`src/rtl/boa_pwr_seq.sv`:
```
// Power/reset sequencer: button synchroniser and debounce, PMU reset/shutdown
// arbitration, fixed-length core reset stretch, drain-then-gate shutdown.
module boa_pwr_seq #(
    parameter int unsigned debounce_cycles = 1000000,
    parameter int unsigned rst_hold        = 16,
    parameter int unsigned shdn_drain      = 4
) (
    input  logic       clk,
    input  logic       rst_n,
    input  logic       btn_raw,
    input  logic       pmu_rst,
    input  logic       pmu_shdn,
    output logic       core_rst,
    output logic       core_shdn,
    output logic [1:0] rst_cause,
    output logic       btn_db
);

    localparam int unsigned DbW     = $clog2(debounce_cycles + 1);
    localparam int unsigned CntMax  = (rst_hold > shdn_drain) ? rst_hold : shdn_drain;
    localparam int unsigned CntW    = $clog2(CntMax + 1);

    localparam logic [DbW-1:0]  DbLast    = DbW'(debounce_cycles - 1);
    localparam logic [CntW-1:0] HoldLast  = CntW'(rst_hold - 1);
    localparam logic [CntW-1:0] DrainLast = CntW'(shdn_drain - 1);

    localparam logic [1:0] CausePor  = 2'd0;
    localparam logic [1:0] CauseBtn  = 2'd1;
    localparam logic [1:0] CausePmu  = 2'd2;
    localparam logic [1:0] CauseWake = 2'd3;

    typedef enum logic [1:0] {StReset, StRun, StDrain, StShdn} state_e;

    logic           sync1_q, sync2_q;
    logic [DbW-1:0] db_cnt_q, db_cnt_d;
    logic           btn_db_q, btn_db_d;
    logic           press;

    state_e          state_q, state_d;
    logic [CntW-1:0] cnt_q, cnt_d;
    logic [1:0]      cause_q, cause_d;
    logic            core_rst_q, core_shdn_q;

    // Debounce: accept the synchronised level once it has differed long enough.
    always_comb begin
        db_cnt_d = '0;
        btn_db_d = btn_db_q;
        if (sync2_q != btn_db_q) begin
            if (db_cnt_q == DbLast) begin
                btn_db_d = sync2_q;
            end else begin
                db_cnt_d = db_cnt_q + 1'b1;
            end
        end
    end

    // Press is taken from the next-state value so the FSM reacts on the same
    // edge that btn_db rises.
    assign press = btn_db_d & ~btn_db_q;

    // Synchroniser and debounce state.
    always_ff @(posedge clk) begin
        if (!rst_n) begin
            sync1_q  <= 1'b0;
            sync2_q  <= 1'b0;
            db_cnt_q <= '0;
            btn_db_q <= 1'b0;
        end else begin
            sync1_q  <= btn_raw;
            sync2_q  <= sync1_q;
            db_cnt_q <= db_cnt_d;
            btn_db_q <= btn_db_d;
        end
    end

    // Sequencer next state, shared hold/drain counter and reset cause.
    always_comb begin
        state_d = state_q;
        cnt_d   = cnt_q;
        cause_d = cause_q;
        case (state_q)
            StReset: begin
                if (press || pmu_rst) begin
                    cnt_d   = '0;
                    cause_d = press ? CauseBtn : CausePmu;
                end else if (cnt_q == HoldLast) begin
                    state_d = StRun;
                    cnt_d   = '0;
                end else begin
                    cnt_d = cnt_q + 1'b1;
                end
            end
            StRun: begin
                if (press) begin
                    state_d = StReset;
                    cnt_d   = '0;
                    cause_d = CauseBtn;
                end else if (pmu_rst) begin
                    state_d = StReset;
                    cnt_d   = '0;
                    cause_d = CausePmu;
                end else if (pmu_shdn) begin
                    state_d = StDrain;
                    cnt_d   = '0;
                end
            end
            StDrain: begin
                // Dropping pmu_shdn here does not cancel the shutdown.
                if (press) begin
                    state_d = StReset;
                    cnt_d   = '0;
                    cause_d = CauseBtn;
                end else if (pmu_rst) begin
                    state_d = StReset;
                    cnt_d   = '0;
                    cause_d = CausePmu;
                end else if (cnt_q == DrainLast) begin
                    state_d = StShdn;
                    cnt_d   = '0;
                end else begin
                    cnt_d = cnt_q + 1'b1;
                end
            end
            StShdn: begin
                // Core is gated; only the button can wake it.
                if (press) begin
                    state_d = StReset;
                    cnt_d   = '0;
                    cause_d = CauseWake;
                end
            end
            default: begin
                state_d = StReset;
                cnt_d   = '0;
            end
        endcase
    end

    // Sequencer state plus registered output decodes (glitch-free).
    always_ff @(posedge clk) begin
        if (!rst_n) begin
            state_q     <= StReset;
            cnt_q       <= '0;
            cause_q     <= CausePor;
            core_rst_q  <= 1'b1;
            core_shdn_q <= 1'b0;
        end else begin
            state_q     <= state_d;
            cnt_q       <= cnt_d;
            cause_q     <= cause_d;
            core_rst_q  <= (state_d == StReset);
            core_shdn_q <= (state_d == StShdn);
        end
    end

    assign core_rst  = core_rst_q;
    assign core_shdn = core_shdn_q;
    assign rst_cause = cause_q;
    assign btn_db    = btn_db_q;

endmodule

```
`config.mk`:
```
export PLATFORM = sky130hd
export DESIGN_NAME = boa_pwr_seq
export DESIGN_NICKNAME = d
export VERILOG_FILES = /design/src/rtl/boa_pwr_seq.sv
export SDC_FILE = /design/constraint.sdc
export NUM_CORES = 1
export LEC_CHECK = 0
export BUFFER_PORTS_ARGS = -buffer_cell sky130_fd_sc_hd__buf_4
export CELL_PAD_IN_SITES_DETAIL_PLACEMENT = 1
export CELL_PAD_IN_SITES_GLOBAL_PLACEMENT = 1
export CORE_MARGIN = 3
export CORE_UTILIZATION = 25
export CTS_BUF_LIST = sky130_fd_sc_hd__clkbuf_8
export CTS_CLUSTER_DIAMETER = 120
export DETAILED_ROUTE_END_ITERATION = 10
export HOLD_SLACK_MARGIN = 0.08
export PLACE_DENSITY = 0.55
export SETUP_SLACK_MARGIN = 0.05
export SLEW_MARGIN = 10
export SYNTH_ARGS = -nofsm -noshare
export SYNTH_HDL_FRONTEND = slang
export SYNTH_SLANG_ARGS = --single-unit
export TNS_END_PERCENT = 100
```
`constraint.sdc`:
```
create_clock -name clk -period 5.8 [get_ports clk]
set_clock_uncertainty 0.2 [all_clocks]
set_input_delay 0 -clock clk [delete_from_list [all_inputs] [get_ports clk]]
set_output_delay 0 -clock clk [all_outputs]
set_load 0.03 [all_outputs]
```
==> reports/results.ini, run 1 <==
[yosys]
synth_xor_area_share_pct=9.64
synth_edf_count=0
synth_cell_type_count=42
synthesis.area_um2=1730
synth_area_per_cell_um2=8.80
synthTopCellsByCount=dfxtp_1, nor2_1, nand3_1
ys_ff_latch=34
synth_top_family_by_area=simple AND/OR/NAND/NOR gates
synth_top_area_cell=dfxtp_1
synthFlopType=dfxtp_1
synthAdderAreaFrac_pct=6.53
syn_inst=196
synth_most_common_cell=dfxtp_1
synthMuxAreaShare_pct=0
postSynth.asyncResetShare_pct=0
ys_seq_area_share_pct=39.4
yosys_warnings=0
synth_nets=210
netlist_top_cells_area=dfxtp_1, xor2_1, ha_1, nor2_1, nand3_1
synth_top_area_share_pct=39.4
synth_compound_area_share_pct=10.3
synthSimpleGateAreaFrac_pct=30.7

[sta]
tns_ns=0
worst_hold_slack_ns=0.139
hold_violations=0
rsz0062_at_grt=no
period_share_pct=41.6
slew_headroom_pct=47.2
slew_violations=0
period_needed_ns=2.41
worst_slew_pin_slew_ns=0.789
fmax_mhz=415
setup_viol=0

[place]
place_area_um2=1860
post-dp-hpwl_um=2640
io_buffers=9
gp_congestion=0.730

[final_layout]
nNetsFinal=226
post-route-util_pct=30.4
area_growth_pct=15.2
fill_cells=795
design_area_um2=1990
n_antenna_cell=0
drive_gt1_share_pct=12.3

[critical_path]
r2r.worst_path.cells=6
required_ns=5.73
arrival_ns=2.34
end_kind=flip-flop
crit_path_start_kind=flip-flop
critPathMaxFanout=20
crit_type=reg -> reg
cp_cell_sequence=ha_1, nand4_4, nor4_4, nand2_1, nand3_1, nor2_1
cpPeakStageDelay_ns=0.61
slowest_stage=nand3_1

[detailed_routing]
drtIter0Drc=42
drt_wl_total_um=3610
dr.pass1.iters=4
ant_nets=0
routed-via-count=1335
viasPerCell=4.64
post-route-drc-count=0
wl_per_cell_um=12.5

[clocking]
cts_setup_buffers=0
path_clk_slew_ns=0.06
clkSinkCount=34
clock_path_buffers=2
cts_buffers=5
cts_tree=built
cts_root_buf=clkbuf_8
cts.htree.levels=2
clock_latency_ns=0.27

[pwr]
clock_power_share_pct=40.1
ir_drop_uv=107
p_switching_uw=86.1
p_int_uw=334
powerDensity_nw_per_um2=211
seq_power_share_pct=56.4
combPwrFrac_pct=3.5
p_leak_uw=0.000748
sw_frac_of_total_pct=20.5

[grt]
antenna_found_initial=0
grt_pass1_vias=1420
grtUsageTotal_pct=10.3
grt_max_degree=21
grt_pass1_wl_um=6480
grt_overflow=0

[hold_path]
holdPathStages=5
min_path_type=in -> reg

[floorplanning]
pin_count=10
die-area_um2=7930
initial_utilization_pct=26.4
die_w_um=89.1
num_rows=29
core_um2=6530
die_h_um=89.1

[outcome]
status=complete, no violations

[flow_run]
maxCapViolations=0

-- power by group through the flow --
stage          Sequential (uW)  Clock [uW]  Combinational (uW)
2_1_floorplan              243           0                6.95
3_3_place_gp               242           0                12.6
3_5_place_dp               242           0                12.6
4_1_cts                    237         180                14.7
5_1_grt                    237         190                16.6
6_report                   237         168                14.5
-- worst max-delay path: cells and delay by family (launching register included) --
kind	cells	cell delay (ns)
adders and majority gates	1	0.27
DFF	1	0.37
and+or+nand+nor	5	1.41
-- repair_timing --
action | CTS | global route
setup endpoints to repair | 0 | 0
hold endpoints to repair | 14 | 0
resized for setup | 0 | 0
hold buffers | 4 | 0
-- cell usage in the layout, fill, tap and decap left out, types with 2 or more instances in the layout --
master          n
a211oi_1        2
a21oi_1         9
and2_1          3
and2b_2         2
and3_1          4
buf_4           9
clkbuf_8        6
dfxtp_1        34
dlygate4sd3_1   4
ha_1            9
inv_1           9
nand2_1        14
nand2b_1        2
nand3_1        20
nor2_1         29
nor2b_1         2
nor3_1          4
nor3b_1         3
nor4_4          2
o21ai_0         5
xnor2_1         6
xor2_1         13
-- metrics by stage --
stage / setup slack [ns] / total power [uW] / std cells
floorplan: 3.90 / 250 / 196
global placement: 3.40 / 255 / 278
detailed placement: 3.33 / 255 / 278
CTS: 3.33 / 431 / 288
global route: 3.09 / 444 / 288
finish: 3.39 / 420 / 288
-- per-layer routing --
metal | global-route usage [%] | wire length, um | vias to the layer above
met5 | 0 | 0 | -
met3 | 2.49 | 74 | 2
li1 | - | - | 698
met2 | 17.1 | 1670 | 8
met4 | 2.84 | 13 | 0
met1 | 13.3 | 1850 | 627
-- sequential cells by signal, indices dropped and copies added, names as in the netlist --
name	cells
state_q	2
rst_cause	2
db_cnt_q	20
core_rst	1
cnt_q	5
core_shdn	1
btn_db	1
sync2_q	1
sync1_q	1
-- worst paths after layout --
| path | to | from | slack [ns] |
|---|---|---|---|
| worst max register to register | db_cnt_q[9] | db_cnt_q[0] | 3.39 |
| worst min register to register | sync2_q | sync1_q | 0.24 |
| worst max-delay path | db_cnt_q[9] | db_cnt_q[0] | 3.39 |
| worst min-delay path | cnt_q[4] | pmu_shdn | 0.14 |
-- cell families after synthesis --
kind of cell | Yosys count
adder cells (fa/ha/maj) | 9
AO/OA/AOI/OAI | 26
XOR/XNOR | 19
AND/OR/NAND/NOR | 95
buffers and inverters | 13
flip-flops | 34
-- cell type report --
type	instances	area, um2	share of cell area, %
multi-input cells	149	986	49.6
flip-flops and latches	34	681	34.3
repair buffers	13	108	5.42
well taps	77	96.3	4.85
clock buffers	6	82.6	4.16
inverters	9	33.8	1.70
(Power assumes the default switching activity.)
==> inputs of run 2 (changes only) <==
Settings changed: PLACE_DENSITY 0.55 to 0.57.
Clock period 5.8 ns to 2.2 ns, I/O delays scaled along.
==> reports/results.ini, run 2 (synthesis gave the netlist of run 1 again) <==
[sta]
setup_viol=0
rsz0062_at_grt=yes
slew_headroom_pct=74.7
tns_ns=0
worst_slew_pin_slew_ns=0.370
period_share_pct=90.2
slew_violations=0
fin_ws_ns=0.215
fmax_mhz=504
hold_violations=0
period_needed_ns=1.99

[detailed_routing]
viasPerCell=4.61
drtIter0Drc=55
routed-via-count=1364
ant_nets=0
drt_wl_total_um=3620
dr.pass1.iters=4
wl_per_cell_um=12.2
post-route-drc-count=0

[floorplanning]
core_um2=6530
pin_count=10
die-area_um2=7930
initial_utilization_pct=26.4
num_rows=29
die_w_um=89.1
die_h_um=89.1

[place]
io_buffers=9
placed_cells=284
gp_congestion=0.741
post-dp-hpwl_um=2610
dp_slack_ns=0.129

[final_layout]
top_regs=db_cnt_q x20, cnt_q x5
drive_gt1_share_pct=15.5
layout_common_cells=dfxtp_1, nor2_1, nand3_1
area_growth_pct=19.8
stdcell_count=296
multiInputGateArea_um2=1000
nNetsFinal=232
n_antenna_cell=0
largest_reg_flops=20
regMostFlops=db_cnt_q
final_common_cell=dfxtp_1
fill_cells=793
register_area_um2=681

[pwr]
ir_drop_uv=347
seq_power_share_pct=54.9
powerDensity_nw_per_um2=550
p_leak_uw=0.000796
p_switching_uw=248
clock_power_share_pct=41.3
combPwrFrac_pct=3.8
p_int_uw=889
sw_frac_of_total_pct=21.8

[clocking]
cts_buffers=5
clkSinkCount=34
path_clk_slew_ns=0.07
cts_root_buf=clkbuf_8
cts.htree.levels=2
clock_latency_ns=0.28
clock_path_buffers=2
cts_tree=built
cts_setup_buffers=0

[critical_path]
end_kind=flip-flop
r2r-start=cnt_q[0]
crit_type=reg -> reg
critPathMaxFanout=4
crit_path_start_kind=flip-flop
cp-startpoint=cnt_q[0]
arrival_ns=2.02
required_ns=2.23

[grt]
antenna_found_initial=0
grt_max_degree=21
grt_overflow=0
grtUsageTotal_pct=10.4
grt_pass1_vias=1370
grt_pass1_wl_um=6330

[flow_run]
maxCapViolations=0

[outcome]
status=complete, no violations

[hold_path]
min_path_type=in -> reg
min_from=pmu_shdn

==> run 2: cell type report <==
type	count	share of cell area, %
multi-input cells	149	48.4
flip-flops and latches	34	32.9
repair buffers	19	7.99
well taps	77	4.66
clock buffers	6	4.00
inverters	9	1.63
clock inverters	2	0.424
==> run 2: timing repair <==
item,4_1_cts,5_1_grt
setup endpoints to repair,0,27
gates resized for setup,0,3
hold buffers,4,0
endpoints found under the hold margin,34,0
==> run 2: worst max-delay path, cell delays in order, from the launching register on <==
cell     delay [ns]
dfxtp_1        0.34
ha_1           0.24
nand3_1        0.12
inv_1          0.05
ha_1           0.18
and2b_2        0.21
o21ai_0        0.14
o21ai_1        0.11
a22oi_2        0.20
o21ba_1        0.14
==> run 2: final timing paths <==
kind / end / slack [ns] / depth (start not counted)
worst min register to register: sync2_q / 0.25 / 1
worst min-delay path: cnt_q[4] / 0.13 / 5
worst max register to register: core_rst / 0.21 / 9
worst max-delay path: core_rst / 0.21 / 9
==> run 2: layer usage <==
layer,up-vias,share of wire [%],GRT usage [%]
li1,715,-,-
met1,635,51,13.0
met2,10,45,16.7
met3,4,3.3,3.87
met4,0,0.86,3.25
met5,-,0,0
==> run 2: per-stage QoR <==
| step | total power [uW] | hold slack (ns) | util (%) | instance area, um2 |
|---|---|---|---|---|
| final | 1140 | 0.128 | 31.6 | 2070 |
| after detailed placement | 676 | 0.0131 | 29.4 | 1920 |
| after floorplan | 659 | -0.0727 | - | 1730 |
| after global routing | 1200 | 0.201 | 31.6 | 2070 |
| after global placement | 675 | 0.0164 | 29.4 | 1920 |
| after CTS | 1160 | 0.130 | 31.4 | 2050 |
==> run 2: power groups by stage <==
stage,Sequential (uW),Combinational (uW),Clock [uW]
global placement,638,36.9,0
finish,625,42.7,470
global route,625,47.9,524
detailed placement,639,36.9,0
floorplan,640,18.3,0
CTS,624,42.8,497
==> inputs of run 3 (changes only) <==
Settings changed: PLACE_DENSITY 0.57 to default, PLACE_DENSITY_LB_ADDON from default to 0.12.
==> reports/results.ini, run 3 (synthesis gave the netlist of run 1 again) <==
[outcome]
status=complete, no violations

[grt]
grt_pass1_wl_um=6990
antenna_found_initial=0
grt_max_degree=21
grt_pass1_vias=1510
grtUsageTotal_pct=11.4
grt_overflow=0

[clocking]
cts_root_buf=clkbuf_8
clock_path_buffers=2
path_clk_slew_ns=0.07
cts_buffers=5
cts_setup_buffers=0
cts.htree.levels=2
clock_latency_ns=0.28
cts_tree=built
clkSinkCount=34

[pwr]
ir_drop_uv=219
p_switching_uw=248
combPwrFrac_pct=3.9
total_power_uw=1140
clock_power_share_pct=41.3
sw_frac_of_total_pct=21.8
seq_power_share_pct=54.9
p_int_uw=890
p_leak_uw=0.000785
powerDensity_nw_per_um2=550

[sta]
hold_violations=0
slew_headroom_pct=65.7
period_share_pct=90.1
period_needed_ns=1.98
rsz0062_at_grt=no
slew_violations=0
tns_ns=0
fmax_mhz=505
worst_slew_pin_slew_ns=0.509
setup_viol=0
fin_ws_ns=0.218

[critical_path]
required_ns=2.21
r2r-start=state_q[0]
crit_type=reg -> reg
critPathMaxFanout=6
end_kind=flip-flop
rrSetupSlack_ns=0.22
r2r_end=cnt_q[3]
r2r.worst_path.cells=7
crit_path_start_kind=flip-flop
cp-startpoint=state_q[0]
arrival_ns=2.00

[floorplanning]
die_h_um=89.1
die_w_um=89.1
die-area_um2=7930
pin_count=10
initial_utilization_pct=26.4
core_um2=6530
num_rows=29

[detailed_routing]
ant_nets=0
post-route-drc-count=0
routed-via-count=1419
drt_wl_total_um=3940
wl_met1_um=1810
wl_met2_um=1990
drtIter0Drc=23
viasPerCell=4.83
wl_per_cell_um=13.4
dr.pass1.iters=4
top_layer=met4
routed-wl-met3_um=100

[final_layout]
fill_cells=780
top_regs=db_cnt_q x20, cnt_q x5
drive_gt1_share_pct=17.1
regMostFlops=db_cnt_q
largest_reg_flops=20
stdcell_count=294
area_growth_pct=20.0
nNetsFinal=230
final_common_cell=dfxtp_1
post-route-util_pct=31.7
n_antenna_cell=0
layout_common_cells=dfxtp_1, nor2_1, nand3_1

[place]
placed_cells=282
post-dp-hpwl_um=3030
io_buffers=9
dp_slack_ns=0.0147
gp_congestion=0.773

[hold_path]
whs_endpoint=cnt_q[4]
holdPathStages=5
min_path_type=in -> reg
min_from=pmu_shdn

[flow_run]
maxCapViolations=0

[run 3: timing repair]
action	in CTS	in global routing
setup endpoints to repair	4	27
endpoints found under the hold margin	34	0
gates resized for setup	2	8
pin swaps	0	1
hold buffers	4	0
[run 3: cell type report]
| class | count | area [um2] | share of cell area [%] |
|---|---|---|---|
| Clock buffer | 6 | 82.6 | 3.99 |
| Inverter | 9 | 33.8 | 1.63 |
| Timing Repair Buffer | 17 | 150 | 7.25 |
| Sequential cell | 34 | 684 | 33.1 |
| Tap cell | 77 | 96.3 | 4.65 |
| Clock inverter | 2 | 8.76 | 0.423 |
| Multi-Input combinational cell | 149 | 1010 | 49.0 |
[run 3: through the flow]
stage	hold WS, ns	instance area, um2
finish	0.133	2070
global route	0.176	2070
CTS	0.117	2040
detailed placement	0.0231	1910
global placement	0.00803	1910
floorplan	-0.0727	1730
[run 3: worst max-delay path by stage]
stage          cells after the start  endpoint  slack, ns
2_1_floorplan                      7  cnt_q[3]       0.30
3_3_place_gp                       7  cnt_q[3]       0.04
3_5_place_dp                       7  cnt_q[2]       0.01
4_1_cts                            7  core_rst       0.11
5_1_grt                            8  cnt_q[4]       0.08
6_report                           7  cnt_q[3]       0.22
[run 3: layer usage]
layer | global-route usage, % | vias to the layer above
li1 | - | 709
met1 | 12.9 | 694
met2 | 20.4 | 12
met3 | 3.04 | 4
met4 | 4.19 | 0
met5 | 0 | -
[run 3: critical path: stages, from the launching register on]
cell and delay, ns:
dfxtp_2 0.39, inv_1 0.09, ha_1 0.28, nand2b_1 0.22, o21ai_0 0.18, nor3b_4 0.27, nand3_1 0.11, a31oi_1 0.17
[run 3: power by group through the flow]
| stage | Sequential, uW | Clock (uW) | Combinational, uW |
|---|---|---|---|
| global placement | 638 | 0 | 35.9 |
| detailed placement | 639 | 0 | 36.7 |
| finish | 625 | 469 | 44.0 |
| CTS | 624 | 497 | 43.2 |
| global route | 625 | 527 | 49.0 |
| floorplan | 640 | 0 | 18.3 |
